<file path="config.mk">
export PLATFORM = sky130hd
export DESIGN_NAME = miriscv_memory_stage_flat
export DESIGN_NICKNAME = d
export VERILOG_FILES = /design/src/rtl/miriscv_decode_pkg.sv /design/src/rtl/miriscv_lsu_pkg.sv /design/src/rtl/miriscv_memory_stage_if.sv /design/src/rtl/miriscv_memory_stage_lsu.sv /design/src/rtl/miriscv_memory_stage.sv /design/src/flat_wrapper.sv
export SDC_FILE = /design/constraint.sdc
export NUM_CORES = 1
export LEC_CHECK = 0
export BUFFER_PORTS_ARGS = -buffer_cell sky130_fd_sc_hd__buf_2
export CAP_MARGIN = 20
export CORE_AREA = 5 5 151 153
export DETAILED_ROUTE_END_ITERATION = 7
export DIE_AREA = 0 0 156 158
export HOLD_SLACK_MARGIN = 0.03
export PLACE_DENSITY_LB_ADDON = 0.12
export SLEW_MARGIN = 5
export SYNTH_ARGS = -nofsm -noshare
export SYNTH_HDL_FRONTEND = slang
export SYNTH_SLANG_ARGS = --single-unit
</file>
<file path="constraint.sdc">
create_clock -name clk_i -period 3.9 [get_ports clk_i]
set_input_delay 0.585 -clock clk_i [delete_from_list [all_inputs] [get_ports clk_i]]
set_output_delay 0.585 -clock clk_i [all_outputs]
set_load 0.01 [all_outputs]
</file>
<file path="src/rtl/miriscv_decode_pkg.sv">
// Decode-side constants shared by the pipeline: datapath widths and writeback source encodings.
package miriscv_decode_pkg;

    localparam int XLEN       = 32;
    localparam int GPR_ADDR_W = 5;
    localparam int WB_SRC_W   = 2;

    localparam logic [WB_SRC_W-1:0] ALU_DATA = 2'd0;
    localparam logic [WB_SRC_W-1:0] MDU_DATA = 2'd1;
    localparam logic [WB_SRC_W-1:0] LSU_DATA = 2'd2;

endpackage

</file>
<file path="src/rtl/miriscv_lsu_pkg.sv">
// Load/store unit definitions: access size encodings, FSM state type and lane helper functions.
package miriscv_lsu_pkg;

    import miriscv_decode_pkg::XLEN;

    localparam int MEM_ACCESS_W = 3;

    localparam logic [MEM_ACCESS_W-1:0] MEM_B  = 3'd0;
    localparam logic [MEM_ACCESS_W-1:0] MEM_H  = 3'd1;
    localparam logic [MEM_ACCESS_W-1:0] MEM_W  = 3'd2;
    localparam logic [MEM_ACCESS_W-1:0] MEM_BU = 3'd4;
    localparam logic [MEM_ACCESS_W-1:0] MEM_HU = 3'd5;

    typedef enum logic [1:0] {
        LSU_IDLE     = 2'd0,
        LSU_WAIT_GNT = 2'd1,
        LSU_WAIT_RSP = 2'd2
    } lsu_state_t;

    // Byte lane used by an access; halfwords honour only a[1], words always start at lane 0.
    function automatic logic [1:0] lane_offset(input logic [MEM_ACCESS_W-1:0] size, input logic [1:0] a);
        case (size[1:0])
            2'd0:    return a;
            2'd1:    return {a[1], 1'b0};
            default: return 2'b00;
        endcase
    endfunction

    function automatic logic is_misaligned(input logic [MEM_ACCESS_W-1:0] size, input logic [1:0] a);
        return ((size[1:0] == 2'd1) && a[0]) || ((size[1:0] == 2'd2) && (a != 2'b00));
    endfunction

    function automatic logic [XLEN/8-1:0] byte_enable(input logic [MEM_ACCESS_W-1:0] size, input logic [1:0] off);
        case (size[1:0])
            2'd0:    return 4'b0001 << off;
            2'd1:    return 4'b0011 << off;
            default: return 4'b1111;
        endcase
    endfunction

    function automatic logic [XLEN-1:0] store_data(input logic [MEM_ACCESS_W-1:0] size, input logic [XLEN-1:0] d);
        case (size[1:0])
            2'd0:    return {4{d[7:0]}};
            2'd1:    return {2{d[15:0]}};
            default: return d;
        endcase
    endfunction

    function automatic logic [XLEN-1:0] load_align(input logic [MEM_ACCESS_W-1:0] size, input logic [1:0] off,
                                                   input logic [XLEN-1:0] rdata);
        logic [XLEN-1:0] sh;
        sh = rdata >> {off, 3'b000};
        case (size)
            MEM_B:   return {{24{sh[7]}}, sh[7:0]};
            MEM_BU:  return {24'h0, sh[7:0]};
            MEM_H:   return {{16{sh[15]}}, sh[15:0]};
            MEM_HU:  return {16'h0, sh[15:0]};
            default: return sh;
        endcase
    endfunction

endpackage

</file>
<file path="src/rtl/miriscv_memory_stage_if.sv">
// Data-memory bus between the memory stage (master) and the memory system (slave).
interface miriscv_memory_stage_if;

    import miriscv_decode_pkg::*;

    // req is held with we/be/addr/wdata stable until gnt; one response (rvalid, rdata) follows each grant.
    logic              req;
    logic              we;
    logic [XLEN/8-1:0] be;
    logic [XLEN-1:0]   addr;
    logic [XLEN-1:0]   wdata;
    logic              gnt;
    logic              rvalid;
    logic [XLEN-1:0]   rdata;

    modport master (output req, we, be, addr, wdata, input gnt, rvalid, rdata);
    modport slave  (input req, we, be, addr, wdata, output gnt, rvalid, rdata);

endinterface

</file>
<file path="src/rtl/miriscv_memory_stage_lsu.sv">
// miriscv_lsu: bus FSM with byte enables and load alignment; one transaction outstanding.
// MIRISCV_MEM_MISALIGN_EXC_EN: misaligned H/W accesses are reported instead of issued.
module miriscv_lsu
    import miriscv_decode_pkg::*;
    import miriscv_lsu_pkg::*;
(
    input  logic                    clk_i,
    input  logic                    arstn_i,
    input  logic                    kill_i,
    input  logic                    mem_op_i,
    input  logic                    we_i,
    input  logic [MEM_ACCESS_W-1:0] size_i,
    input  logic [XLEN-1:0]         addr_i,
    input  logic [XLEN-1:0]         wdata_i,
    miriscv_memory_stage_if.master  data,
    output logic                    stall_o,
    output logic                    misalign_o,
    output logic [XLEN-1:0]         load_data_o,
    output lsu_state_t              state_o
);

    lsu_state_t              state_q, state_d;
    logic                    drain_q, drain_d;
    logic                    rq_we;
    logic [XLEN/8-1:0]       rq_be;
    logic [XLEN-1:0]         rq_addr, rq_wdata;
    logic [MEM_ACCESS_W-1:0] rq_size, rsp_size_q;
    logic [1:0]              rq_off, rsp_off_q;
    logic [1:0]              off;
    logic                    misaligned, issue;
    logic                    req_c, we_c;
    logic [XLEN/8-1:0]       be_c;
    logic [XLEN-1:0]         addr_c, wdata_c;

    assign off = lane_offset(size_i, addr_i[1:0]);

`ifdef MIRISCV_MEM_MISALIGN_EXC_EN
    assign misaligned = mem_op_i & is_misaligned(size_i, addr_i[1:0]);
`else
    assign misaligned = 1'b0;
`endif

    assign issue   = mem_op_i & ~kill_i & ~misaligned & ~drain_q;
    // A response arriving while draining belongs to a killed op and must not release a newer op.
    assign stall_o = mem_op_i & ~kill_i & ~misaligned
                   & ~((state_q == LSU_WAIT_RSP) & data.rvalid & ~drain_q);

    always_comb begin
        state_d = state_q;
        drain_d = drain_q;
        req_c   = 1'b0;
        we_c    = 1'b0;
        be_c    = '0;
        addr_c  = '0;
        wdata_c = '0;
        case (state_q)
            LSU_IDLE: begin
                if (issue) begin
                    req_c   = 1'b1;
                    we_c    = we_i;
                    be_c    = byte_enable(size_i, off);
                    addr_c  = {addr_i[XLEN-1:2], 2'b00};
                    wdata_c = store_data(size_i, wdata_i);
                    state_d = data.gnt ? LSU_WAIT_RSP : LSU_WAIT_GNT;
                end
            end
            LSU_WAIT_GNT: begin
                req_c   = 1'b1;
                we_c    = rq_we;
                be_c    = rq_be;
                addr_c  = rq_addr;
                wdata_c = rq_wdata;
                if (data.gnt) state_d = LSU_WAIT_RSP;
                if (kill_i)   drain_d = 1'b1;
            end
            LSU_WAIT_RSP: begin
                if (data.rvalid) begin
                    state_d = LSU_IDLE;
                    drain_d = 1'b0;
                end else if (kill_i) begin
                    drain_d = 1'b1;
                end
            end
            default: state_d = LSU_IDLE;
        endcase
    end

    always_ff @(posedge clk_i or negedge arstn_i) begin
        if (!arstn_i) begin
            state_q    <= LSU_IDLE;
            drain_q    <= 1'b0;
            rq_we      <= 1'b0;
            rq_be      <= '0;
            rq_addr    <= '0;
            rq_wdata   <= '0;
            rq_size    <= '0;
            rq_off     <= '0;
            rsp_size_q <= '0;
            rsp_off_q  <= '0;
        end else begin
            state_q <= state_d;
            drain_q <= drain_d;
            if ((state_q == LSU_IDLE) && issue) begin
                rq_we    <= we_c;
                rq_be    <= be_c;
                rq_addr  <= addr_c;
                rq_wdata <= wdata_c;
                rq_size  <= size_i;
                rq_off   <= off;
            end
            if ((state_q == LSU_IDLE) && issue && data.gnt) begin
                rsp_size_q <= size_i;
                rsp_off_q  <= off;
            end else if ((state_q == LSU_WAIT_GNT) && data.gnt) begin
                rsp_size_q <= rq_size;
                rsp_off_q  <= rq_off;
            end
        end
    end

    assign data.req    = req_c;
    assign data.we     = we_c;
    assign data.be     = be_c;
    assign data.addr   = addr_c;
    assign data.wdata  = wdata_c;
    assign misalign_o  = misaligned;
    assign load_data_o = load_align(rsp_size_q, rsp_off_q, data.rdata);
    assign state_o     = state_q;

endmodule

</file>
<file path="src/rtl/miriscv_memory_stage.sv">
// Memory stage: drives the LSU, resolves branch prediction, selects and registers writeback data.
// Misaligned-access reporting is enabled by MIRISCV_MEM_MISALIGN_EXC_EN (handled in miriscv_lsu).
module miriscv_memory_stage
    import miriscv_decode_pkg::*;
    import miriscv_lsu_pkg::*;
(
    input  logic                    clk_i,
    input  logic                    arstn_i,
    input  logic                    cu_kill_m_i,
    input  logic                    cu_stall_m_i,
    output logic                    m_stall_req_o,
    input  logic                    e_valid_i,
    input  logic [XLEN-1:0]         e_alu_result_i,
    input  logic [XLEN-1:0]         e_mdu_result_i,
    input  logic                    e_mem_req_i,
    input  logic                    e_mem_we_i,
    input  logic [MEM_ACCESS_W-1:0] e_mem_size_i,
    input  logic [XLEN-1:0]         e_mem_addr_i,
    input  logic [XLEN-1:0]         e_mem_data_i,
    input  logic                    e_gpr_wr_en_i,
    input  logic [GPR_ADDR_W-1:0]   e_gpr_wr_addr_i,
    input  logic [WB_SRC_W-1:0]     e_gpr_src_sel_i,
    input  logic                    e_branch_i,
    input  logic                    e_jal_i,
    input  logic                    e_jalr_i,
    input  logic [XLEN-1:0]         e_target_pc_i,
    input  logic [XLEN-1:0]         e_next_pc_i,
    input  logic                    e_prediction_i,
    input  logic                    e_br_j_taken_i,
    miriscv_memory_stage_if.master  data,
    output logic                    m_valid_o,
    output logic                    m_gpr_wr_en_o,
    output logic [GPR_ADDR_W-1:0]   m_gpr_wr_addr_o,
    output logic [XLEN-1:0]         m_gpr_wr_data_o,
    output logic                    m_prediction_err_o,
    output logic [XLEN-1:0]         m_new_pc_o,
    output logic                    m_misalign_o,
    output lsu_state_t              dbg_lsu_state_o
);

    logic            lsu_misalign;
    logic [XLEN-1:0] lsu_data;
    logic [XLEN-1:0] wb_data;
    logic            m_load;

    miriscv_lsu u_lsu (
        .clk_i       (clk_i),
        .arstn_i     (arstn_i),
        .kill_i      (cu_kill_m_i),
        .mem_op_i    (e_valid_i & e_mem_req_i),
        .we_i        (e_mem_we_i),
        .size_i      (e_mem_size_i),
        .addr_i      (e_mem_addr_i),
        .wdata_i     (e_mem_data_i),
        .data        (data),
        .stall_o     (m_stall_req_o),
        .misalign_o  (lsu_misalign),
        .load_data_o (lsu_data),
        .state_o     (dbg_lsu_state_o)
    );

    always_comb begin
        wb_data = e_alu_result_i;
        case (e_gpr_src_sel_i)
            MDU_DATA: wb_data = e_mdu_result_i;
            LSU_DATA: wb_data = lsu_data;
            default:  wb_data = e_alu_result_i;
        endcase
    end

    assign m_prediction_err_o = e_valid_i & (e_branch_i | e_jal_i | e_jalr_i)
                              & (e_prediction_i ^ e_br_j_taken_i);
    assign m_new_pc_o         = e_br_j_taken_i ? e_target_pc_i : e_next_pc_i;

    assign m_load = e_valid_i & ~m_stall_req_o;

    always_ff @(posedge clk_i or negedge arstn_i) begin
        if (!arstn_i) begin
            m_valid_o       <= 1'b0;
            m_gpr_wr_en_o   <= 1'b0;
            m_gpr_wr_addr_o <= '0;
            m_gpr_wr_data_o <= '0;
            m_misalign_o    <= 1'b0;
        end else if (cu_kill_m_i) begin
            m_valid_o <= 1'b0;
        end else if (!cu_stall_m_i) begin
            m_valid_o <= m_load;
            if (m_load) begin
                m_gpr_wr_en_o   <= e_gpr_wr_en_i & ~lsu_misalign;
                m_gpr_wr_addr_o <= e_gpr_wr_addr_i;
                m_gpr_wr_data_o <= wb_data;
                m_misalign_o    <= lsu_misalign;
            end
        end
    end

endmodule
</file>
<file path="src/flat_wrapper.sv">
// flat-port wrapper written by rule: the top's interface ports become plain ports
module miriscv_memory_stage_flat import miriscv_decode_pkg::*; import miriscv_lsu_pkg::*;
  (clk_i, arstn_i, cu_kill_m_i, cu_stall_m_i, m_stall_req_o, e_valid_i, e_alu_result_i, e_mdu_result_i, e_mem_req_i, e_mem_we_i, e_mem_size_i, e_mem_addr_i, e_mem_data_i, e_gpr_wr_en_i, e_gpr_wr_addr_i, e_gpr_src_sel_i, e_branch_i, e_jal_i, e_jalr_i, e_target_pc_i, e_next_pc_i, e_prediction_i, e_br_j_taken_i, m_valid_o, m_gpr_wr_en_o, m_gpr_wr_addr_o, m_gpr_wr_data_o, m_prediction_err_o, m_new_pc_o, m_misalign_o, dbg_lsu_state_o, data_req, data_we, data_be, data_addr, data_wdata, data_gnt, data_rvalid, data_rdata);
  miriscv_memory_stage_if data_i ();
  input  logic clk_i;
  input  logic arstn_i;
  input  logic cu_kill_m_i;
  input  logic cu_stall_m_i;
  output logic m_stall_req_o;
  input  logic e_valid_i;
  input  logic [XLEN-1:0] e_alu_result_i;
  input  logic [XLEN-1:0] e_mdu_result_i;
  input  logic e_mem_req_i;
  input  logic e_mem_we_i;
  input  logic [MEM_ACCESS_W-1:0] e_mem_size_i;
  input  logic [XLEN-1:0] e_mem_addr_i;
  input  logic [XLEN-1:0] e_mem_data_i;
  input  logic e_gpr_wr_en_i;
  input  logic [GPR_ADDR_W-1:0] e_gpr_wr_addr_i;
  input  logic [WB_SRC_W-1:0] e_gpr_src_sel_i;
  input  logic e_branch_i;
  input  logic e_jal_i;
  input  logic e_jalr_i;
  input  logic [XLEN-1:0] e_target_pc_i;
  input  logic [XLEN-1:0] e_next_pc_i;
  input  logic e_prediction_i;
  input  logic e_br_j_taken_i;
  output logic m_valid_o;
  output logic m_gpr_wr_en_o;
  output logic [GPR_ADDR_W-1:0] m_gpr_wr_addr_o;
  output logic [XLEN-1:0] m_gpr_wr_data_o;
  output logic m_prediction_err_o;
  output logic [XLEN-1:0] m_new_pc_o;
  output logic m_misalign_o;
  output lsu_state_t dbg_lsu_state_o;
  output wire logic [$bits(data_i.req)-1:0] data_req;
  output wire logic [$bits(data_i.we)-1:0] data_we;
  output wire logic [$bits(data_i.be)-1:0] data_be;
  output wire logic [$bits(data_i.addr)-1:0] data_addr;
  output wire logic [$bits(data_i.wdata)-1:0] data_wdata;
  input wire logic [$bits(data_i.gnt)-1:0] data_gnt;
  input wire logic [$bits(data_i.rvalid)-1:0] data_rvalid;
  input wire logic [$bits(data_i.rdata)-1:0] data_rdata;
  assign data_req = data_i.req;
  assign data_we = data_i.we;
  assign data_be = data_i.be;
  assign data_addr = data_i.addr;
  assign data_wdata = data_i.wdata;
  assign data_i.gnt = data_gnt;
  assign data_i.rvalid = data_rvalid;
  assign data_i.rdata = data_rdata;
  miriscv_memory_stage u_core (.clk_i(clk_i), .arstn_i(arstn_i), .cu_kill_m_i(cu_kill_m_i), .cu_stall_m_i(cu_stall_m_i), .m_stall_req_o(m_stall_req_o), .e_valid_i(e_valid_i), .e_alu_result_i(e_alu_result_i), .e_mdu_result_i(e_mdu_result_i), .e_mem_req_i(e_mem_req_i), .e_mem_we_i(e_mem_we_i), .e_mem_size_i(e_mem_size_i), .e_mem_addr_i(e_mem_addr_i), .e_mem_data_i(e_mem_data_i), .e_gpr_wr_en_i(e_gpr_wr_en_i), .e_gpr_wr_addr_i(e_gpr_wr_addr_i), .e_gpr_src_sel_i(e_gpr_src_sel_i), .e_branch_i(e_branch_i), .e_jal_i(e_jal_i), .e_jalr_i(e_jalr_i), .e_target_pc_i(e_target_pc_i), .e_next_pc_i(e_next_pc_i), .e_prediction_i(e_prediction_i), .e_br_j_taken_i(e_br_j_taken_i), .data(data_i), .m_valid_o(m_valid_o), .m_gpr_wr_en_o(m_gpr_wr_en_o), .m_gpr_wr_addr_o(m_gpr_wr_addr_o), .m_gpr_wr_data_o(m_gpr_wr_data_o), .m_prediction_err_o(m_prediction_err_o), .m_new_pc_o(m_new_pc_o), .m_misalign_o(m_misalign_o), .dbg_lsu_state_o(dbg_lsu_state_o));
endmodule
</file>
==> results.txt, run 1 <==
Fill count: 2141
Gate Count Post-Synth: 751
CP Class: reg -> out
Final hold vios: 0
Routed Antenna Nets: 0
Worst path arrival time: 2510 ps
Worst Hold Class: in -> async
Area of the mapped netlist: 7190 um2
Max Freq: 324 MHz
WP buf/inv: 3
Async SR Flop Fraction: 1.00
Clk pin slew, worst setup/hold paths: 60 ps
I/O pins: 395
Crit-path cells: inv_1 > ha_1 > inv_1 > or2_2 > a21oi_1 > o21a_1 > a21o_1 > buf_2
Crit start category: flop
DIE WIDTH: 156 um
Worst Skew: 13.8 ps
CTS tree: built
Worst reg2reg startpoint: u_core.u_lsu.rsp_off_q[0]$_DFFE_PN0P_
Status: complete, no violations
Drt total wl: 27.4 mm
Layout cells sized above 1: 0.440
Global-route wire length before repair: 41.1 mm
Vias in the first global route: 7166
H-tree levels: 4
Hpwl dp: 20.7 mm
Final period util: 0.792
Seq/Total Area, Yosys: 0.421
Core area: 21400 um2
NumNets Final: 1363
Required @ worst endpoint: 3310 ps
Worst R2R Path Depth: 5
Worst-margin pin slew: 982 ps
Die H: 158 um
Final setup viols: 0
1st-pass router iterations: 7
Root buffer cell: clkbuf_16
Unrepaired setup endpoints after global routing: no
CP endpoint kind: output port
Reg-to-reg slack, setup: 1400 ps
Max Cap Viol: 0
# port buffers: 393
Area Growth Syn to Fin: 37.7%
Clock Path Buffers: 2
CP max-delay cell: or2_2
Drc violations: 0
Number of distinct library cells after synthesis: 45
Crit-path max cell delay: 490 ps
Average vias per placed instance: 5.16
Min cycle time layout: 3090 ps
Power Dens Cells: 568 nW/um2
CP max FO: 23
Synth Flop Type: dfrtp_1
Most frequent cells in the layout: buf_2 (392), nand2_1 (130), dfrtp_1 (121)
Post-synth EDFFs: 0
Die Footprint: 24600 um2
Worst-Skew Late Latency: 420 ps
Antenna violations before repair: 2
WL/cell: 19.6 um
Mapped Avg Cell Area: 9.57 um2
Setup TNS: 0 ps
Num Clock Sinks: 121
GR Overflow Total: 0
Post-synthesis register bit count: 121
Most Frequent Cell on Critical Path: inv_1
Peak supply drop: 0.265 mV
Gpl congestion: 0.913
P_leak: 0.00548 uW
Post_cts resized: 0
Largest net degree at the start of global routing: 84
Final core utilization: 0.462
Ys Warns: 0
Final Max Slew Viols: 0
Initial core utilization: 0.336
WHS: 289 ps
Row Count: 54
Hold-fix buffers at CTS: 0
CTS Buf Count: 17
Relative slew slack: 0.345
Reg-to-reg endpoint: u_core.m_gpr_wr_data_o[22]$_DFFE_PN0P_
CP top delay family: compound AO/OA/AOI/OAI gates
GR Util All Layers: 0.213
Most common cell after layout, fill and taps aside: buf_2
Post-Syn Nets: 1005
Buffer count from post-CTS setup fixing: 0
Vias: 7225
Starting DRT DRC Count: 373
==> layer usage <==
metal,global-route usage,share of wire,vias up
li1,-,-,3458
met1,0.286,0.44,3441
met2,0.334,0.46,289
met3,0.0593,0.080,35
met4,0.0704,0.023,2
met5,0,0.00047,-
==> worst register-to-register path: cells and delay by family (launching register included) <==
kind / cells / cell delay, ps
DFF: 1 / 920
and+or+nand+nor: 1 / 330
muxes: 1 / 310
AOI/OAI and AO/OA: 3 / 820
==> sequential cells by signal (all words and copies together), names as in the netlist <==
name,count
u_core.m_gpr_wr_en_o,1
u_core.u_lsu.rsp_off_q,2
u_core.u_lsu.rq_size,3
u_core.m_gpr_wr_addr_o,5
u_core.u_lsu.state_o,2
u_core.m_valid_o,1
u_core.u_lsu.rq_addr,32
u_core.u_lsu.rq_we,1
u_core.u_lsu.rsp_size_q,3
u_core.u_lsu.rq_be,4
u_core.u_lsu.rq_wdata,32
u_core.u_lsu.drain_q,1
u_core.u_lsu.rq_off,2
u_core.m_gpr_wr_data_o,32
==> kinds of logic after synthesis <==
logic type | after synthesis | share of synthesized area
flip-flops | 121 | 0.421
AND/OR/NAND/NOR | 176 | 0.103
other | 1 | 0.000522
buffers and inverters | 87 | 0.0524
multiplexers | 98 | 0.149
XOR/XNOR | 1 | 0.00122
AO/OA/AOI/OAI | 262 | 0.263
adder cells (fa/ha/maj) | 5 | 0.00870
==> cell type report <==
class                   count  area (um2)  share of cell area
repair buffers            407        2110               0.213
clock inverters            11         108              0.0109
well taps                 280         350              0.0354
inverters                  19        71.3             0.00720
clock buffers              19         433              0.0437
multi-input cells         543        3800               0.384
diodes                      1        2.50            0.000253
flip-flops and latches    121        3030               0.306
==> how the worst max path moves through the flow <==
stage                 endpoint                                 from  depth (start not counted)  slack [ps]
CTS                 data_be[2]  u_core.u_lsu.state_o[0]$_DFFE_PN0P_                          8         770
finish              data_be[2]  u_core.u_lsu.state_o[0]$_DFFE_PN0P_                          8         810
global route        data_be[2]  u_core.u_lsu.state_o[0]$_DFFE_PN0P_                          8         580
global placement    data_be[2]                          cu_kill_m_i                          7        1090
floorplan           data_be[2]                          cu_kill_m_i                          6        1560
detailed placement  data_be[2]                          cu_kill_m_i                          7        1040
==> synthesized netlist by cell type, types with 3 or more instances <==
cell type	number	area, um2
nor2b_1	3	18.8
clkbuf_1	48	180
nand2_1	131	492
a221o_1	7	70.1
inv_1	19	71.3
a22o_1	80	701
a221oi_1	25	219
and2_1	5	31.3
a31oi_1	4	25.0
o21ai_1	3	15.0
nor2_1	22	82.6
dfrtp_1	121	3030
buf_2	13	65.1
nand2b_1	3	18.8
mux2_4	3	45.0
and3_1	8	50.1
a21o_1	26	195
a21oi_1	28	140
mux2_2	45	507
mux2i_1	41	410
o21ai_0	66	330
o31ai_1	9	67.6
buf_6	4	45.0
mux2_1	8	90.1
ha_1	5	62.6
==> through the flow <==
step / std cells / power (uW) / worst slack, ps / cell area [um2]
after floorplan: 751 / 3360 / 1560 / 7190
after global placement: 1369 / 4150 / 1090 / 9340
after global routing: 1401 / 6010 / 580 / 9900
after CTS: 1399 / 5680 / 774 / 9880
final: 1401 / 5630 / 810 / 9900
after detailed placement: 1369 / 4150 / 1040 / 9340
==> power by group <==
part | switching [uW] | internal, uW | total, uW | leakage, uW
Clock | 573 | 922 | 1490 | 0.000272
Sequential | 374 | 1760 | 2130 | 0.00152
Combinational | 1050 | 948 | 2000 | 0.00370
Total | 2000 | 3630 | 5630 | 0.00548
No activity file was read; power rests on OpenSTA's default activity.
==> inputs of run 2 (changes only) <==
--- a/config.mk
+++ b/config.mk
@@ -5,11 +5,12 @@
 export SDC_FILE = /design/constraint.sdc
 export NUM_CORES = 1
 export LEC_CHECK = 0
+export ABC_AREA = 1
 export BUFFER_PORTS_ARGS = -buffer_cell sky130_fd_sc_hd__buf_2
 export CAP_MARGIN = 20
-export CORE_AREA = 5 5 151 153
+export CORE_AREA = 5 5 152 154
 export DETAILED_ROUTE_END_ITERATION = 7
-export DIE_AREA = 0 0 156 158
+export DIE_AREA = 0 0 157 159
 export HOLD_SLACK_MARGIN = 0.03
 export PLACE_DENSITY_LB_ADDON = 0.12
 export SLEW_MARGIN = 5
==> constraint.sdc (replaced) <==
create_clock -name clk_i -period 2.6 [get_ports clk_i]
set_input_delay 0.39 -clock clk_i [delete_from_list [all_inputs] [get_ports clk_i]]
set_output_delay 0.39 -clock clk_i [all_outputs]
set_load 0.01 [all_outputs]
==> results.txt, run 2 <==
Buffer count from post-CTS setup fixing: 0 (unchanged)
Setup WS post-layout: 179 ps (-630 ps)
Peak supply drop: 0.665 mV (+150%)
Setup TNS: 0 ps (unchanged)
Die Footprint: 25000 um2 (+1.3%)
Number of distinct library cells after synthesis: 34 (-24%)
Multi-input gate area: 3570 um2 (-6.0%)
Final setup viols: 0 (unchanged)
# port buffers: 393 (unchanged)
Relative slew slack: 0.603 (+0.258)
Drc violations: 0 (unchanged)
GR Overflow Total: 0 (unchanged)
GR Util All Layers: 0.219 (+0.00606)
Top post-synthesis cells by count: nand2_1 (348), inv_1 (138), dfrtp_1 (121), nor2_1 (103), o22ai_1 (99)
Power Dens Cells: 886 nW/um2 (+56%)
Most common cell after layout, fill and taps aside: buf_2
Reg-to-reg slack, setup: 690 ps (-710 ps)
P_leak: 0.00605 uW (+10%)
Start point of the critical path: u_core.u_lsu.state_o[1]$_DFFE_PN0P_
Post-Syn Nets: 1350 (+34%)
Reg-to-reg endpoint: u_core.m_gpr_wr_data_o[16]$_DFFE_PN0P_
Mapped Avg Cell Area: 6.83 um2 (-29%)
Layout cells sized above 1: 0.327 (-0.113)
Clock Path Buffers: 2 (unchanged)
Worst-margin pin slew: 596 ps (-387 ps)
Gpl congestion: 0.923 (+1.2%)
Status: complete, no violations
Min cycle time layout: 2420 ps
Gate Count Post-Synth: 1096 (+46%)
Die H: 159 um (+0.63%)
Switching portion of total power: 0.399 (+0.0436)
Vias: 8428 (+17%)
Area of the mapped netlist: 7490 um2 (+4.1%)
Initial core utilization: 0.347 (+0.0116)
Worst R2R Path Depth: 10 (+5)
Post-synth EDFFs: 0 (unchanged)
Met3 WL: 2.33 mm (+6.1%)
Routed Antenna Nets: 0 (unchanged)
Root buffer cell: clkbuf_16
WL/cell: 16.4 um (-17%)
Seq/Total Area, Yosys: 0.404 (-0.0166)
Area Growth Syn to Fin: 38.1%
CTS tree: built
Final hold vios: 0 (unchanged)
Worst Hold Class: in -> reg
Cell internal pwr: 5510 uW (+52%)
CTS Buf Count: 17 (unchanged)
Top cells by area, synth: dfrtp_1 (40%), nand2_1 (17%), o22ai_1 (8.3%)
Ys Warns: 0 (unchanged)
Final Max Slew Viols: 0 (unchanged)
I/O pins: 395 (unchanged)
Final period util: 0.931
Max Cap Viol: 0 (unchanged)
Most frequent cell after synthesis: nand2_1
Largest regs: u_core.m_gpr_wr_data_o (32), u_core.u_lsu.rq_addr (32), u_core.u_lsu.rq_wdata (32)
DIE WIDTH: 157 um (+0.64%)
Synth Flop Type: dfrtp_1
Hold depth: 3
Most frequent cells in the layout: buf_2 (392), nand2_1 (348), inv_1 (137)
Antenna violations before repair: 3 (+1)
Yosys top cell by area: dfrtp_1
1st-pass router iterations: 7 (unchanged)
Worst Skew: 10.7 ps (-3.08 ps)
Starting DRT DRC Count: 552 (+48%)
Reg area: 3030 um2 (unchanged)
Vias in the first global route: 8033 (+12%)
NumNets Final: 1715 (+26%)
Worst path arrival time: 2030 ps (-480 ps)
Dpl cells: 1720 (+26%)
Required @ worst endpoint: 2210 ps (-1100 ps)
CP endpoint kind: output port
Final Power: 9160 uW (+63%)
Top-area cell type share of the netlist area: 0.404 (-0.0166)
Hpwl dp: 21.8 mm (+5.7%)
Worst-Skew Late Latency: 420 ps (about the same)
Worst reg2reg startpoint: u_core.u_lsu.rsp_off_q[0]$_DFFE_PN0P_
Psw: 3650 uW (+83%)
Uppermost layer routed: met5
Crit start category: flop
Cell Count, Final, Fillers Out: 1755 (+25%)
Post-synthesis register bit count: 121 (unchanged)
Fill count: 2295 (+7.2%)
Num Clock Sinks: 121 (unchanged)
Met1 Wirelength: 12.5 mm (+4.3%)
Unrepaired setup endpoints after global routing: no
Drt total wl: 28.7 mm (+4.6%)
CP Class: reg -> out
Met2 Routed Length: 13.2 mm (+5.1%)
Global-route wire length before repair: 43.7 mm (+6.2%)
Place WS: 412 ps (-630 ps)
Clk pin slew, worst setup/hold paths: 60 ps (about the same)
CP max FO: 21 (-8.7%)
Clk pwr share: 0.266 (about the same)
Row Count: 54 (unchanged)
Capture point of the worst path: data_wdata[20]
Core area: 21600 um2 (+0.63%)
Flop pwr share: 0.321 (-0.058)
Max Freq: 413 MHz
Average vias per placed instance: 4.80 (-6.9%)
Largest net degree at the start of global routing: 72 (-14%)
H-tree levels: 4 (unchanged)
Async SR Flop Fraction: 1.00 (unchanged)
Combinational share of power: 0.413 (+0.058)
==> run 2: power groups by stage <==
| stage | sequential [uW] | clock (uW) | combinational, uW |
|---|---|---|---|
| finish | 2940 | 2430 | 3780 |
| global route | 3030 | 2580 | 4240 |
| CTS | 2950 | 2490 | 3800 |
| detailed placement | 2970 | 0 | 3790 |
| global placement | 2950 | 0 | 3780 |
| floorplan | 2960 | 0 | 2450 |
==> run 2: worst min path at each step <==
stage | startpoint | to | slack [ps]
3_5_place_dp | arstn_i | u_core.m_gpr_wr_data_o[2]$_DFFE_PN0P_ | 420
4_1_cts | e_gpr_wr_addr_i[2] | u_core.m_gpr_wr_addr_o[2]$_DFFE_PN0P_ | 150
6_report | e_gpr_wr_addr_i[2] | u_core.m_gpr_wr_addr_o[2]$_DFFE_PN0P_ | 180
3_3_place_gp | arstn_i | u_core.m_gpr_wr_data_o[2]$_DFFE_PN0P_ | 410
2_1_floorplan | arstn_i | u_core.m_gpr_wr_addr_o[0]$_DFFE_PN0P_ | 90
5_1_grt | e_gpr_wr_addr_i[2] | u_core.m_gpr_wr_addr_o[2]$_DFFE_PN0P_ | 160
==> run 2: area by class of cell <==
class,instances,share of cell area
diodes,1,0.000242
clock buffers,18,0.0425
clock inverters,14,0.0157
inverters,145,0.0530
multi-input cells,760,0.346
flip-flops and latches,121,0.293
well taps,280,0.0339
repair buffers,416,0.216
==> run 2: cells by family after synthesis <==
kind of cell / synth area share
AND/OR/NAND/NOR: 0.275
flip-flops: 0.404
other: 0.000501
adder cells (fa/ha/maj): 0.00836
AO/OA/AOI/OAI: 0.190
buffers and inverters: 0.120
XOR/XNOR: 0.00117
==> run 2: stage by stage <==
step | cell area, um2 | hold WS [ps] | utilization
final | 10300 | 176 | 0.480
after global routing | 10300 | 158 | 0.480
after CTS | 10300 | 152 | 0.478
after detailed placement | 9700 | 418 | 0.450
after global placement | 9700 | 415 | 0.450
after floorplan | 7490 | 94.4 | -
==> run 2: critical path, stage by stage, from the launching register on <==
cell	delay, ps
dfrtp_1	410
inv_1	90
ha_2	220
nand3_4	120
clkinv_2	240
o21ai_0	180
o22ai_1	190
buf_2	170
==> run 2: timing repair <==
action                                 CTS  global route
endpoints found under the hold margin   56             0
gates resized for setup                  0             3
hold buffers                             1             0
setup endpoints to repair                0            15
==> run 2: routing by layer <==
metal,vias to the layer above,GRT usage
met4,4,0.0643
met3,44,0.0552
met5,-,0
met2,342,0.347
met1,3785,0.296
li1,4253,-
==> inputs of run 3 (changes only) <==
--- a/config.mk
+++ b/config.mk
@@ -8,9 +8,11 @@
 export ABC_AREA = 1
 export BUFFER_PORTS_ARGS = -buffer_cell sky130_fd_sc_hd__buf_2
 export CAP_MARGIN = 20
-export CORE_AREA = 5 5 152 154
+export CELL_PAD_IN_SITES_DETAIL_PLACEMENT = 1
+export CELL_PAD_IN_SITES_GLOBAL_PLACEMENT = 2
+export CORE_MARGIN = 5
+export CORE_UTILIZATION = 21
 export DETAILED_ROUTE_END_ITERATION = 7
-export DIE_AREA = 0 0 157 159
 export HOLD_SLACK_MARGIN = 0.03
 export PLACE_DENSITY_LB_ADDON = 0.12
 export SLEW_MARGIN = 5
==> results.txt, run 3 (synthesis results as in run 2) <==
Root buffer cell: clkbuf_16
Crit-path cells: inv_1 > ha_2 > nand3_4 > clkinv_2 > o211ai_1 > o21ai_0 > buf_2
Setup WS post-layout: 170 ps (-9.10 ps)
Drt total wl: 35.5 mm (+24%)
WL/cell: 18.3 um (+12%)
WP buf/inv: 3 (unchanged)
CTS tree: built
Die Footprint: 39500 um2 (+58%)
H-tree levels: 4 (unchanged)
Dpl cells: 1903 (+11%)
Routed Antenna Nets: 0 (unchanged)
CP max-delay cell: dfrtp_1
DIE WIDTH: 199 um (+27%)
Required @ worst endpoint: 2210 ps (about the same)
Final instance area: 10600 um2 (+2.1%)
Worst-margin pin slew: 782 ps (+187 ps)
Gpl congestion: 0.779 (-16%)
Core area: 35400 um2 (+64%)
Worst Hold Class: in -> reg
Worst path arrival time: 2040 ps (about the same)
Final hold vios: 0 (unchanged)
CP endpoint kind: output port
P_leak: 0.00604 uW (-0.13%)
Max Cap Viol: 0 (unchanged)
Buffer count from post-CTS setup fixing: 0 (unchanged)
GR Overflow Total: 0 (unchanged)
GR Util All Layers: 0.174 (-0.0450)
Vias: 8486 (+0.69%)
Fill count: 4508 (+96%)
Initial core utilization: 0.211 (-0.136)
Cell Count, Final, Fillers Out: 1938 (+10%)
I/O pins: 395 (unchanged)
Average vias per placed instance: 4.38 (-8.8%)
Hpwl dp: 27.5 mm (+26%)
Min cycle time layout: 2430 ps (+9.10 ps)
Num Clock Sinks: 121 (unchanged)
Vias in the first global route: 8933 (+11%)
Antenna violations before repair: 4 (+1)
1st-pass router iterations: 7 (unchanged)
Final period util: 0.935 (+0.00350)
CP Class: reg -> out
CP top delay family: buffers and inverters
NumNets Final: 1716 (+0.058%)
Clock Path Buffers: 2 (unchanged)
Crit-path max cell delay: 390 ps (-20 ps)
Clk pin slew, worst setup/hold paths: 60 ps (about the same)
Layout cells sized above 1: 0.327 (about the same)
Starting DRT DRC Count: 330 (-40%)
Reg area: 3030 um2 (unchanged)
CTS Buf Count: 17 (unchanged)
Relative slew slack: 0.477 (-0.126)
Largest regs: u_core.m_gpr_wr_data_o (32), u_core.u_lsu.rq_addr (32), u_core.u_lsu.rq_wdata (32)
Status: complete, no violations
Die H: 199 um (+25%)
Most common cell after layout, fill and taps aside: buf_2
Place WS: 295 ps (-116 ps)
# port buffers: 393 (unchanged)
CP max FO: 18 (-14%)
Power Dens Cells: 867 nW/um2 (-2.1%)
Drc violations: 0 (unchanged)
Peak supply drop: 0.466 mV (-30%)
Worst Skew: 10.8 ps (+0.0811 ps)
Crit start category: flop
Final setup viols: 0 (unchanged)
Largest net degree at the start of global routing: 69 (-4.2%)
Area Growth Syn to Fin: 40.9%
Worst-Skew Late Latency: 430 ps (about the same)
Multi-input gate area: 3580 um2 (+0.10%)
Final Max Slew Viols: 0 (unchanged)
Unrepaired setup endpoints after global routing: yes
Max Freq: 412 MHz (-0.37%)
Global-route wire length before repair: 52.8 mm (+21%)
Placed cell areas: 9950 um2 (+2.6%)
Row Count: 69 (+28%)
Most frequent cells in the layout: buf_2 (392), nand2_1 (348), inv_1 (137)
-- run 3: changes by cell type in the layout (fill, tap and decap cells not counted), moves of 2 or more --
cell and change:
clkinv_4 -2, buf_12 +2, clkinv_2 +3, inv_6 -2
inv_8 -2, clkbuf_1 +2
-- run 3: report_power, final --
group          switching, uW  total, uW  leakage [uW]  internal (uW)
logic                   2500       3920       0.00436           1410
clock network            928       2290      0.000265           1360
registers                306       2940       0.00142           2640
-- run 3: worst register-to-register path: stages, from the launching register on --
cell	delay (ps)
dfrtp_1	390
inv_1	100
ha_1	180
nand2_1	70
o21ai_1	150
inv_2	60
nor3_4	600
inv_2	160
buf_12	220
nor2_1	130
nand2_1	60
nand2_1	50
-- run 3: per-stage QoR --
step	total power [uW]	hold slack, ps	util	setup TNS [ps]
after floorplan	5410	94.4	-	0
after global placement	6930	375	0.281	0
after detailed placement	6970	371	0.281	0
after CTS	9360	121	0.297	-223
after global routing	9930	141	0.298	-7.81
final	9150	164	0.298	0
-- run 3: repair_timing --
item | in CTS | in global routing
endpoints found under the hold margin | 39 | 0
setup endpoints to repair | 10 | 51
resized for setup | 0 | 7
hold buffers | 1 | 0
pin swaps | 0 | 0
-- run 3: cell type report --
class | count | area share
clock buffers | 21 | 0.0436
multi-input cells | 760 | 0.339
well taps | 461 | 0.0547
repair buffers | 417 | 0.214
flip-flops and latches | 121 | 0.287
diodes | 2 | 0.000474
inverters | 145 | 0.0519
clock inverters | 11 | 0.00925
-- run 3: path summary, 6_finish.rpt --
path | start | end | slack (ps) | cells after the start
hold reg to reg | u_core.m_gpr_wr_addr_o[4]$_DFFE_PN0P_ | u_core.m_gpr_wr_addr_o[4]$_DFFE_PN0P_ | 470 | 2
min in group asynchronous | arstn_i | u_core.m_gpr_wr_data_o[5]$_DFFE_PN0P_ | 470 | 2
hold / removal | e_gpr_wr_addr_i[2] | u_core.m_gpr_wr_addr_o[2]$_DFFE_PN0P_ | 160 | 3
setup / recovery | u_core.u_lsu.state_o[1]$_DFFE_PN0P_ | data_wdata[8] | 170 | 7
max in group asynchronous | arstn_i | u_core.u_lsu.rq_addr[7]$_DFFE_PN0P_ | 1430 | 3
setup reg to reg | u_core.u_lsu.state_o[0]$_DFFE_PN0P_ | u_core.m_gpr_wr_data_o[26]$_DFFE_PN0P_ | 360 | 11
-- run 3: metal layers --
metal  vias up  part of all wire  track usage
met3        30             0.063       0.0462
met2       237              0.48        0.288
met5         -           0.00079            0
met4         6             0.014       0.0491
met1      3962              0.44        0.225
li1       4251                 -            -
